==> config.mk <==
export PLATFORM = sky130hd
export DESIGN_NAME = ic_trace_arbiter
export DESIGN_NICKNAME = d
export VERILOG_FILES = /design/src/rtl/ic_trace_arbiter.sv
export SDC_FILE = /design/constraint.sdc
export NUM_CORES = 1
export LEC_CHECK = 0
export BUFFER_PORTS_ARGS = -buffer_cell sky130_fd_sc_hd__buf_2
export CAP_MARGIN = 30
export CORE_MARGIN = 4
export CORE_UTILIZATION = 55
export CTS_BUF_LIST = sky130_fd_sc_hd__clkbuf_16
export DETAILED_ROUTE_END_ITERATION = 6
export PLACE_DENSITY = 0.83
export RECOVER_POWER = 100
export SYNTH_ARGS = -nofsm -noshare
export SYNTH_HDL_FRONTEND = slang
export SYNTH_SLANG_ARGS = --single-unit
==> constraint.sdc <==
create_clock -name clk -period 3 [get_ports clk]
set_input_delay 0.45 -clock clk [delete_from_list [all_inputs] [get_ports clk]]
set_output_delay 0.45 -clock clk [all_outputs]
set_load 0.01 [all_outputs]
==> src/rtl/ic_trace_arbiter.sv <==
// ----------------------------------------------------------------------------
// ic_trace_arbiter
//
// Shares one debug trace channel between N_REQ requesters. A round-robin
// search picks one offering requester, its payload and format code are
// latched together with a free-running cycle timestamp, and the record is
// sent out as two valid/ready beats: beat 0 = timestamp, beat 1 = payload.
//
// Ports
//   clk        clock
//   rst        synchronous, active-high reset
//   req_valid  per-requester record offer
//   req_ready  one-hot accept, only ever high while idle
//   req_fmt    per-requester 2-bit format code (HEX, DEC, CHAR, ARR)
//   req_data   per-requester payload, slice i belongs to requester i
//   out_valid  output beat valid
//   out_ready  sink accepts the beat
//   out_word   beat 0 = timestamp, beat 1 = payload
//   out_last   high on beat 1 only
//   out_src    index of the granted requester, held across both beats
//   out_fmt    latched format code, held across both beats
//   rec_cnt    count of completed records, wraps at 2^16
// ----------------------------------------------------------------------------
module ic_trace_arbiter #(
    parameter int N_REQ  = 4,
    parameter int DATA_W = 32,
    parameter int SRC_W  = $clog2(N_REQ)
) (
    input  logic                      clk,
    input  logic                      rst,
    input  logic [N_REQ-1:0]          req_valid,
    output logic [N_REQ-1:0]          req_ready,
    input  logic [2*N_REQ-1:0]        req_fmt,
    input  logic [DATA_W*N_REQ-1:0]   req_data,
    output logic                      out_valid,
    input  logic                      out_ready,
    output logic [DATA_W-1:0]         out_word,
    output logic                      out_last,
    output logic [SRC_W-1:0]          out_src,
    output logic [1:0]                out_fmt,
    output logic [15:0]               rec_cnt
);

    typedef enum logic [1:0] {
        ST_IDLE = 2'd0,
        ST_TS   = 2'd1,
        ST_DATA = 2'd2
    } state_e;

    state_e              state_q, state_d;
    logic [SRC_W-1:0]    rr_ptr_q, rr_ptr_d;
    logic [DATA_W-1:0]   ts_q;
    logic [DATA_W-1:0]   data_q, data_d;     // payload parked for beat 1
    logic [DATA_W-1:0]   word_q, word_d;
    logic                last_q, last_d;
    logic [SRC_W-1:0]    src_q, src_d;
    logic [1:0]          fmt_q, fmt_d;
    logic [15:0]         rec_cnt_q, rec_cnt_d;

    // Round-robin search done as two priority scans: the lowest requester at
    // or above rr_ptr wins; if none is there, the lowest requester overall
    // (the wrap-around case) wins.
    logic                hi_found, lo_found, gnt_valid;
    logic [SRC_W-1:0]    hi_idx, lo_idx, gnt_idx;
    logic [DATA_W-1:0]   hi_data, lo_data, gnt_data;
    logic [1:0]          hi_fmt, lo_fmt, gnt_fmt;

    // NOTE: every signal driven from always_comb gets a default at the top of
    // the block so no path leaves it unassigned, which would infer a latch.
    always_comb begin
        hi_found = 1'b0;
        lo_found = 1'b0;
        hi_idx   = '0;
        lo_idx   = '0;
        hi_data  = '0;
        lo_data  = '0;
        hi_fmt   = '0;
        lo_fmt   = '0;
        for (int i = 0; i < N_REQ; i++) begin
            if (req_valid[i]) begin
                if (!lo_found) begin
                    lo_found = 1'b1;
                    lo_idx   = SRC_W'(i);
                    lo_data  = req_data[i*DATA_W +: DATA_W];
                    lo_fmt   = req_fmt[2*i +: 2];
                end
                if (!hi_found && (SRC_W'(i) >= rr_ptr_q)) begin
                    hi_found = 1'b1;
                    hi_idx   = SRC_W'(i);
                    hi_data  = req_data[i*DATA_W +: DATA_W];
                    hi_fmt   = req_fmt[2*i +: 2];
                end
            end
        end
        gnt_valid = hi_found | lo_found;
        gnt_idx   = hi_found ? hi_idx  : lo_idx;
        gnt_data  = hi_found ? hi_data : lo_data;
        gnt_fmt   = hi_found ? hi_fmt  : lo_fmt;
    end

    always_comb begin
        state_d   = state_q;
        rr_ptr_d  = rr_ptr_q;
        data_d    = data_q;
        word_d    = word_q;
        last_d    = last_q;
        src_d     = src_q;
        fmt_d     = fmt_q;
        rec_cnt_d = rec_cnt_q;
        req_ready = '0;
        out_valid = 1'b0;

        unique case (state_q)
            ST_IDLE: begin
                // Accept is suppressed during reset: the record would be
                // dropped at the same edge, so the requester must keep it.
                if (gnt_valid && !rst) begin
                    req_ready[gnt_idx] = 1'b1;
                    data_d   = gnt_data;
                    fmt_d    = gnt_fmt;
                    src_d    = gnt_idx;
                    word_d   = ts_q;              // stamp = ts in accept cycle
                    last_d   = 1'b0;
                    rr_ptr_d = (gnt_idx == SRC_W'(N_REQ - 1)) ? '0
                                                              : gnt_idx + SRC_W'(1);
                    state_d  = ST_TS;
                end
            end
            ST_TS: begin
                out_valid = 1'b1;
                if (out_ready) begin
                    word_d  = data_q;
                    last_d  = 1'b1;
                    state_d = ST_DATA;
                end
            end
            ST_DATA: begin
                out_valid = 1'b1;
                if (out_ready) begin
                    rec_cnt_d = rec_cnt_q + 16'd1;
                    state_d   = ST_IDLE;
                end
            end
            default: state_d = ST_IDLE;
        endcase
    end

    // NOTE: state registers use non-blocking assignments so every flop samples
    // the pre-edge value of the others, independent of statement order.
    always_ff @(posedge clk) begin
        if (rst) begin
            state_q   <= ST_IDLE;
            rr_ptr_q  <= '0;
            ts_q      <= '0;
            data_q    <= '0;
            word_q    <= '0;
            last_q    <= 1'b0;
            src_q     <= '0;
            fmt_q     <= '0;
            rec_cnt_q <= '0;
        end else begin
            state_q   <= state_d;
            rr_ptr_q  <= rr_ptr_d;
            ts_q      <= ts_q + DATA_W'(1);
            data_q    <= data_d;
            word_q    <= word_d;
            last_q    <= last_d;
            src_q     <= src_d;
            fmt_q     <= fmt_d;
            rec_cnt_q <= rec_cnt_d;
        end
    end

    // Beat fields are registers, so they hold through backpressure and keep
    // their last values while idle.
    assign out_word = word_q;
    assign out_last = last_q;
    assign out_src  = src_q;
    assign out_fmt  = fmt_q;
    assign rec_cnt  = rec_cnt_q;

endmodule

=== Yosys cells after proc, flatten, opt, wreduce, memory -nomap -nowiden ===
Index checks and enable logic that the tools add are counted.
Widths: inputs -> output; s select.

* Add/subtract/negate cells: 3
* $lt $le $gt $ge: 6
* Equality and inequality tests: 6
* Multiplexer cells: 73
* Bitwise gates (word level): 1
* Reductions and logical operators: 16

{| class="wikitable"
|+ Operators by type and width
! operator !! number
|-
| $mux 32 || 18
|-
| $pmux 32 s2 || 1
|-
| $mux 2 || 29
|-
| $add 32x1->32 const B || 1
|-
| $mux 1 || 20
|-
| $add 16x1->16 const B || 1
|-
| $mux 4 || 2
|-
| $ne 2x2->1 const B || 3
|-
| $pmux 2 s3 || 1
|-
| $reduce_and 3->1 || 2
|-
| $logic_and 1x1->1 || 5
|-
| $eq 2x2->1 const B || 2
|-
| $ge 1x2->1 const A || 2
|-
| $ge 2x2->1 const A || 2
|-
| $logic_not 1->1 || 4
|-
| $reduce_and 2->1 || 2
|-
| $lt 2x3->1 const B || 1
|-
| $add 2x1->2 const B || 1
|-
| $demux 1 s2 || 1
|-
| $eq 2x1->1 const B || 1
|-
| $ge 2x1->1 const B || 1
|-
| $logic_not 2->1 || 1
|-
| $pmux 1 s2 || 1
|-
| $reduce_bool 2->1 || 1
|-
| 2 further kinds || 2
|}

* Register bits: 121
* Output and inout bits: 58
* Logic and storage cells: 114

=== Logic depth before layout (Yosys ltp) ===
Gate-level depths: netlist of run 1.

* Depth after elaboration: 22
* Gate-level depth with buffers: 9
* Gate-level depth less buffers: 7

=== Least setup slack after synthesis of run 1 ===
OpenSTA, ideal clock, no wires.

* Path type: input-to-output
* Start: in req_valid[0]
* End: out req_ready[3]
* Arrival time: 1.738 ns
* Required time: 2.550 ns
* Path slack: 0.812 ns
* Stages on the path: 8
* Path buffers: 2
* Path through: clkbuf_1 > clkbuf_1 > a21o_1 > a21oi_1 > o21ai_1 > inv_1 > ha_1 > and2_1

* Word-level cells in the longest chain between the ends: 20
* Elaborated cells between the ends (all ways): 39
* Classes of those cells: 2 x order compare; 28 x mux; 1 x bitwise; 8 x reduce/logical

{| class="wikitable"
|+ RTL lines
! item !! line !! text
|-
| start: declaration || 31 || <nowiki>input logic [N_REQ-1:0] req_valid,</nowiki>
|-
| $mux 1 || 80 || <nowiki>if (req_valid[i]) begin</nowiki>
|-
| $logic_not 1->1 || 87 || <nowiki>if (!hi_found && (SRC_W'(i) >= rr_ptr_q)) begin</nowiki>
|-
| $logic_and 1x1->1 || 87 ||
|-
| $mux 1 || 87 ||
|-
| $mux 1 || 80 ||
|-
| $logic_not 1->1 || 87 ||
|-
| $logic_and 1x1->1 || 87 ||
|-
| $mux 1 || 87 ||
|-
| (+5 left out) || - ||
|-
| $mux 2 * || 96 || <nowiki>gnt_idx = hi_found ? hi_idx : lo_idx;</nowiki>
|-
| net gnt_idx[1] || 64 || <nowiki>logic [SRC_W-1:0] hi_idx, lo_idx, gnt_idx;</nowiki>
|-
| $lt 2x3->1 (not written as such) / $ge 2x1->1 (equally long branches) || 118 || <nowiki>req_ready[gnt_idx] = 1'b1;</nowiki>
|-
| $logic_and 1x1->1 (not written as such) || 118 ||
|-
| $mux 1 (not written as such) || 118 ||
|-
| $demux 1 s2 * || 118 ||
|-
| $mux 4 * || 117 || <nowiki>if (gnt_valid && !rst) begin</nowiki>
|-
| $mux 4 * || 113 || <nowiki>unique case (state_q)</nowiki>
|-
| end: declaration || 32 || <nowiki>output logic [N_REQ-1:0] req_ready,</nowiki>
|}

The timed path passes the listed nets; every way through them passes the cells marked *.

=== Worst setup path in the final report of run 1 ===
* Start: in rst
* End: reg word_q[6] (netlist: out_word[6])

* Word-level cells in the longest chain between the ends: 4

{| class="wikitable"
|+ RTL lines
! item !! line !! text
|-
| start: declaration || 30 || <nowiki>input logic rst,</nowiki>
|-
| $logic_not 1->1 || 117 ||
|-
| $logic_and 1x1->1 || 117 ||
|-
| $ne 2x2->1 (no line) || - ||
|-
| $reduce_and 3->1 (no line) || - ||
|-
| end signal: assignment || 166 || <nowiki>word_q <= word_d;</nowiki>
|-
| end: declaration || 54 || <nowiki>logic [DATA_W-1:0] word_q, word_d;</nowiki>
|}

Several ways; a longest one is shown, not always the timed one.
A chain may end at the register's enable or synchronous reset.

==> results of run 1 <==
[metrics by stage]
step           hold slack [ns]  setup slack, ns  utilization  instance area [sq um]  total power (W)
2_1_floorplan            0.437            0.812            -                   7430          0.00318
3_5_place_dp             0.457            0.495        0.646                   8560          0.00386
4_1_cts                  0.317            0.328        0.692                   9170          0.00597
5_1_grt                  0.329           0.0720        0.685                   9070          0.00621
6_report                 0.324            0.197        0.685                   9070          0.00597
3_3_place_gp             0.452            0.505        0.646                   8560          0.00383
[how the worst max path moves through the flow]
| stage | to | cells past startpoint | start |
|---|---|---|---|
| final | out_word[6]$_SDFFE_PP0P_ | 6 | rst |
| after global routing | out_word[6]$_SDFFE_PP0P_ | 6 | rst |
| after CTS | req_ready[0] | 7 | rr_ptr_q[1]$_SDFFE_PP0P_ |
| after detailed placement | req_ready[1] | 7 | req_valid[0] |
| after global placement | req_ready[1] | 7 | req_valid[0] |
| after floorplan | req_ready[3] | 8 | req_valid[0] |
[routing by layer]
metal  routed length, um  vias to the layer above  share of wire  GRT usage
met2               11400                      482           0.46      0.479
met4                 769                        0          0.031      0.108
met3                2450                       74          0.099     0.0756
met5                   0                        -              0          0
met1               10100                     3810           0.41      0.395
li1                    -                     3802              -          -
[registers in the layout (all words and copies together), names as in the netlist]
signal	count
out_src	2
ts_q	32
out_last	1
out_word	32
rec_cnt	16
state_q	2
rr_ptr_q	2
data_q	32
out_fmt	2
[power breakdown]
| group | switching, W | leakage (nW) | internal, W |
|---|---|---|---|
| Clock | 0.000746 | 0.289 | 0.00137 |
| Combinational | 0.00105 | 2.16 | 0.000686 |
| Sequential | 0.000234 | 0.993 | 0.00188 |
| Total | 0.00203 | 3.44 | 0.00393 |
[kinds of logic after synthesis]
kind of cell	synth area share
simple gates	0.234
compound gates	0.263
buf+inv	0.0667
flops	0.326
mux	0.0744
xor+xnor	0.0248
fa+ha+maj	0.0118
[layout make-up]
type	count	area [sq um]	share of cell area
multi-input cells	665	4530	0.499
flip-flops and latches	121	2420	0.267
repair buffers	232	1170	0.129
clock buffers	17	425	0.0469
well taps	176	220	0.0243
clock inverters	15	181	0.0200
inverters	35	131	0.0145
[layout by cell type, fill, tap and decap left out, types with 7 or more instances in the layout]
| master | instances |
|---|---|
| sky130_fd_sc_hd__nand4_1 | 39 |
| sky130_fd_sc_hd__xnor2_1 | 10 |
| sky130_fd_sc_hd__clkbuf_1 | 59 |
| sky130_fd_sc_hd__nor2_1 | 52 |
| sky130_fd_sc_hd__nand2_1 | 45 |
| sky130_fd_sc_hd__clkbuf_16 | 17 |
| sky130_fd_sc_hd__o21ai_0 | 9 |
| sky130_fd_sc_hd__dfxtp_1 | 121 |
| sky130_fd_sc_hd__a221oi_1 | 11 |
| sky130_fd_sc_hd__mux2i_1 | 53 |
| sky130_fd_sc_hd__or4_1 | 21 |
| sky130_fd_sc_hd__buf_2 | 143 |
| sky130_fd_sc_hd__o211ai_1 | 12 |
| sky130_fd_sc_hd__inv_1 | 33 |
| sky130_fd_sc_hd__a211oi_1 | 45 |
| sky130_fd_sc_hd__a21oi_1 | 108 |
| sky130_fd_sc_hd__xor2_1 | 11 |
| sky130_fd_sc_hd__and4_1 | 7 |
| sky130_fd_sc_hd__o22ai_1 | 11 |
| sky130_fd_sc_hd__o31ai_1 | 19 |
| sky130_fd_sc_hd__buf_4 | 26 |
| sky130_fd_sc_hd__a32o_1 | 32 |
| sky130_fd_sc_hd__a221o_1 | 21 |
| sky130_fd_sc_hd__nand3_1 | 18 |
| sky130_fd_sc_hd__nand3b_1 | 56 |
| sky130_fd_sc_hd__nand2b_1 | 27 |
[worst min-delay path: cells and delay by family]
kind / cells / cell delay, ns
AO/OA/AOI/OAI: 1 / 0.08
buffers and inverters: 1 / 0.09
AND/OR/NAND/NOR: 1 / 0.09
==> qor.csv, run 1 <==
metric;value;unit
hold path cells;3;
largest fanout on the critical path;90;
RSZ-0062 raised after global routing;no;
area of the die;15400;sq um
clk buf depth;2;
worst voltage drop across the vdd grid;0.436;mV
RePlAce Congestion;0.925;
DR vias;8168;
total number of H-tree levels;4;
die boundary height;124;um
number of flops mapped to enable cells by yosys;0;
reg-to-reg critical path endpoint;ts_q[22]$_SDFF_PP0_;
cell family with most CP delay;buffers and inverters;
total power per unit cell area;658;nW/um^2
reg-to-reg setup timing slack;0.53;ns
layout cells sized above 1;0.196;
flip-flop and latch count after synthesis;121;
cell count of the worst reg-to-reg path;4;
fillers;1168;
maximum number of pins on one net before global-route repair;91;
worst clock skew;0.00750;ns
number of CTS-inserted buffers;17;
post-synthesis cell count;912;
buffer count from post-CTS setup fixing;0;
Worst Path Buf+Inv;3;
detailed placement HPWL;17.5;mm
All-Layer GR Usage;0.300;
Final Max Tran Viols;91;
max-capacitance violation count;1;
Clock Latency Late Sink;0.42;ns
library cell with the highest instance count after synthesis;sky130_fd_sc_hd__dfxtp_1;
worst stage delay on the critical path;1.32;ns
status;finished with violations;
critical path endpoint category;register;
static leakage;3.44;nW
count of routing violations after the opening detailed-route iteration;928;
area share of the largest cell type after synthesis;0.326;
clock slew at reported path FFs;0.05;ns
summed negative setup slack over all endpoints;0;ns
final critical delay including setup and external delays;2.80;ns
remaining global-route overflow;0;
series of cell instances along the critical path;clkbuf_1 -> clkbuf_2 -> o21a_1 -> nor2_2 -> buf_4 -> a211oi_1;
Antenna diodes;0;
critical register-to-register path startpoint;ts_q[9]$_SDFF_PP0_;
most instantiated flip-flop cell in the synthesis netlist;sky130_fd_sc_hd__dfxtp_1;
Req. time, crit path;3.28;ns
Worst slew margin;-0.214;
I/O Pins;201;
top post-synthesis cells by area;sky130_fd_sc_hd__dfxtp_1, sky130_fd_sc_hd__a21oi_1, sky130_fd_sc_hd__mux2i_1, sky130_fd_sc_hd__nand3b_1, sky130_fd_sc_hd__a211oi_1;
CTS tree;done;
wire per inst;19.6;um
# clock sinks;121;
total of warnings raised by yosys;0;
global-route wire length before repair;38.6;mm
vias in the first global route;7519;
synthesized netlist net count;1062;
synth cell count leaders;sky130_fd_sc_hd__dfxtp_1, sky130_fd_sc_hd__a21oi_1, sky130_fd_sc_hd__clkbuf_1, sky130_fd_sc_hd__nand3b_1;
floorplan core area;13200;sq um
number of antenna violations at the first check in global routing;0;
class of the tightest hold or removal check;in2reg;
Worst-Margin Slew;1.82;ns
number of endpoints with negative hold slack in the final report;0;
floorplan row count;42;
overall routed net length;24.8;mm
Nets;1222;
CTS Hold Buffers Added;0;
area growth from synthesis to layout;22.2;%
violations in the final reports;capacitance limit, slew limit;
async set-reset flop share out of synthesis;0;
number of distinct library cells after synthesis;51;
first drt pass iteration count;6;
number of vias per cell after detailed routing;6.48;
start point of the worst hold path;req_data[95];
DRC errors left;0;
number of I/O port buffers;200;
highest clock frequency the design can meet;0.357;GHz
Layout Cells excl Fill;1261;
setup violators final;0;
fin crit share;0.934;
placed cells;1229;
netlist area before placement;7430;sq um
Crit path arrival time;3.08;ns
CTS root buffer;sky130_fd_sc_hd__clkbuf_16;
cell type contributing the most total cell area after synthesis;sky130_fd_sc_hd__dfxtp_1;
destination of the worst hold path;data_q[31]$_SDFFE_PP0P_;
residual antenna-violating net count after detailed routing;0;
slowest stage cell on the critical path;sky130_fd_sc_hd__clkbuf_2;
initial core utilization;0.561;
post-cts gate resize count;0;
WS Path Type;in2reg;
sort of element at the start of the critical path;input port;
share of synthesized area occupied by flip-flops and latches;0.326;
Die Width;124;um
average instance area after synthesis;8.15;sq um
Note: power is estimated with default switching activity, not from simulation.
==> run 2, diff against run 1 <==
==> constraint.sdc (replaced) <==
create_clock -name clk -period 3.3 [get_ports clk]
set_input_delay 0.495 -clock clk [delete_from_list [all_inputs] [get_ports clk]]
set_output_delay 0.495 -clock clk [all_outputs]
set_load 0.01 [all_outputs]
==> run 2 against run 1 <==
  * The run still ends with capacitance limit, slew limit left
  * Sequential power shrank 9%
  * Critical path depth is the same
  * Cell area grew 0.48%
  * Wire length shrank 1.5%
==> qor.csv, run 2 (synthesis gave the netlist of run 1 again) <==
metric;value;unit
floorplan core area;13200;sq um
CTS root buffer;sky130_fd_sc_hd__clkbuf_16;
initial core utilization;0.561;
layout cells sized above 1;0.198;
overall routed net length;24.4;mm
final critical delay including setup and external delays;2.88;ns
Antenna diodes;0;
total number of H-tree levels;4;
area of the die;15400;sq um
Nets;1219;
Final Max Tran Viols;119;
number of vias per cell after detailed routing;6.50;
DR vias;8171;
fin crit share;0.872;
global-route wire length before repair;38.4;mm
RePlAce Congestion;0.934;
buffer count from post-CTS setup fixing;0;
worst voltage drop across the vdd grid;0.437;mV
static leakage;3.47;nW
WS Path Type;reg2out;
summed negative setup slack over all endpoints;0;ns
maximum number of pins on one net before global-route repair;86;
most frequent standard cell in the layout excluding fill and tap cells;sky130_fd_sc_hd__buf_2;
register cell area after layout;2420;sq um
Worst slew margin;-0.147;
sort of element at the start of the critical path;register;
critical path endpoint category;primary output;
count of routing violations after the opening detailed-route iteration;897;
post-cts gate resize count;0;
die boundary height;124;um
RSZ-0062 raised after global routing;no;
Crit path arrival time;2.38;ns
All-Layer GR Usage;0.300;
Clock Latency Late Sink;0.42;ns
largest fanout on the critical path;11;
wire per inst;19.4;um
post-route core utilization;0.689;
first drt pass iteration count;5;
area growth from synthesis to layout;22.8;%
I/O Pins;201;
class of the tightest hold or removal check;in2reg;
Die Width;124;um
highest clock frequency the design can meet;0.348;GHz
DRC errors left;0;
fillers;1104;
# clock sinks;121;
status;finished with violations;
remaining global-route overflow;0;
clock slew at reported path FFs;0.06;ns
clk buf depth;2;
total power per unit cell area;616;nW/um^2
most used cells in the layout excluding fill and tap cells;sky130_fd_sc_hd__buf_2, sky130_fd_sc_hd__dfxtp_1, sky130_fd_sc_hd__a21oi_1;
setup violators final;0;
max-capacitance violation count;2;
violations in the final reports;capacitance limit, slew limit;
CTS tree;done;
number of antenna violations at the first check in global routing;0;
worst clock skew;0.00600;ns
Req. time, crit path;2.80;ns
floorplan row count;42;
Worst-Margin Slew;1.72;ns
number of CTS-inserted buffers;17;
overall power after layout;0.00562;W
detailed placement HPWL;17.0;mm
number of I/O port buffers;200;
CTS Hold Buffers Added;0;
footprint of the multi-input gates;4530;sq um
vias in the first global route;7616;
residual antenna-violating net count after detailed routing;0;
number of endpoints with negative hold slack in the final report;0;
run 2: cell types whose count changed in the layout (fill, tap and decap cells not counted), moves of 2 or more:
cell / change
sky130_fd_sc_hd__clkinvlp_4: -2
sky130_fd_sc_hd__and2_0: +2
sky130_fd_sc_hd__clkinv_1: -4
sky130_fd_sc_hd__clkinv_2: +2
sky130_fd_sc_hd__bufinv_16: +3
sky130_fd_sc_hd__clkbuf_2: -2
sky130_fd_sc_hd__and2_1: -2
run 2: worst paths after layout:
path / start / end / slack, ns / cells past startpoint
max reg2reg: rr_ptr_q[1]$_SDFFE_PP0P_ / data_q[24]$_SDFFE_PP0P_ / 0.49 / 6
min reg2reg: data_q[25]$_SDFFE_PP0P_ / data_q[25]$_SDFFE_PP0P_ / 0.47 / 1
min: req_data[95] / data_q[31]$_SDFFE_PP0P_ / 0.39 / 3
max: state_q[0]$_SDFFE_PP0P_ / req_ready[0] / 0.42 / 6
run 2: layout make-up:
cell class | instances | area share
timing repair buffer | 229 | 0.124
inverter | 35 | 0.0144
tap | 176 | 0.0241
multi-input combinational | 665 | 0.497
clock inverter | 15 | 0.0280
clock buffer | 17 | 0.0467
sequential | 121 | 0.266
run 2: stage by stage:
step           setup WS (ns)  instance area (sq um)  hold slack [ns]  std cells
5_1_grt                0.276                   9120            0.381       1258
6_report               0.423                   9120            0.386       1258
4_1_cts                0.589                   9220            0.368       1258
2_1_floorplan           1.02                   7430            0.437        912
3_3_place_gp           0.819                   8540            0.451       1226
3_5_place_dp           0.763                   8540            0.457       1226
run 2: critical path, cell delays in order, from the launching register on:
cell and delay (ns):
sky130_fd_sc_hd__dfxtp_1 0.33, sky130_fd_sc_hd__inv_1 0.09, sky130_fd_sc_hd__ha_1 0.37, sky130_fd_sc_hd__nor3b_1 0.33, sky130_fd_sc_hd__clkbuf_1 0.42, sky130_fd_sc_hd__and2_0 0.26, sky130_fd_sc_hd__buf_2 0.16
run 2: power breakdown:
| group | switching, W | internal, W |
|---|---|---|
| Clock | 0.000679 | 0.00148 |
| Combinational | 0.000940 | 0.000603 |
| Sequential | 0.000208 | 0.00171 |
run 2: metal layers:
metal	part of all wire	track usage	up-vias
met5	0	0	-
met4	0.022	0.101	0
met3	0.092	0.0765	49
met2	0.47	0.476	436
met1	0.42	0.398	3906
li1	-	-	3780
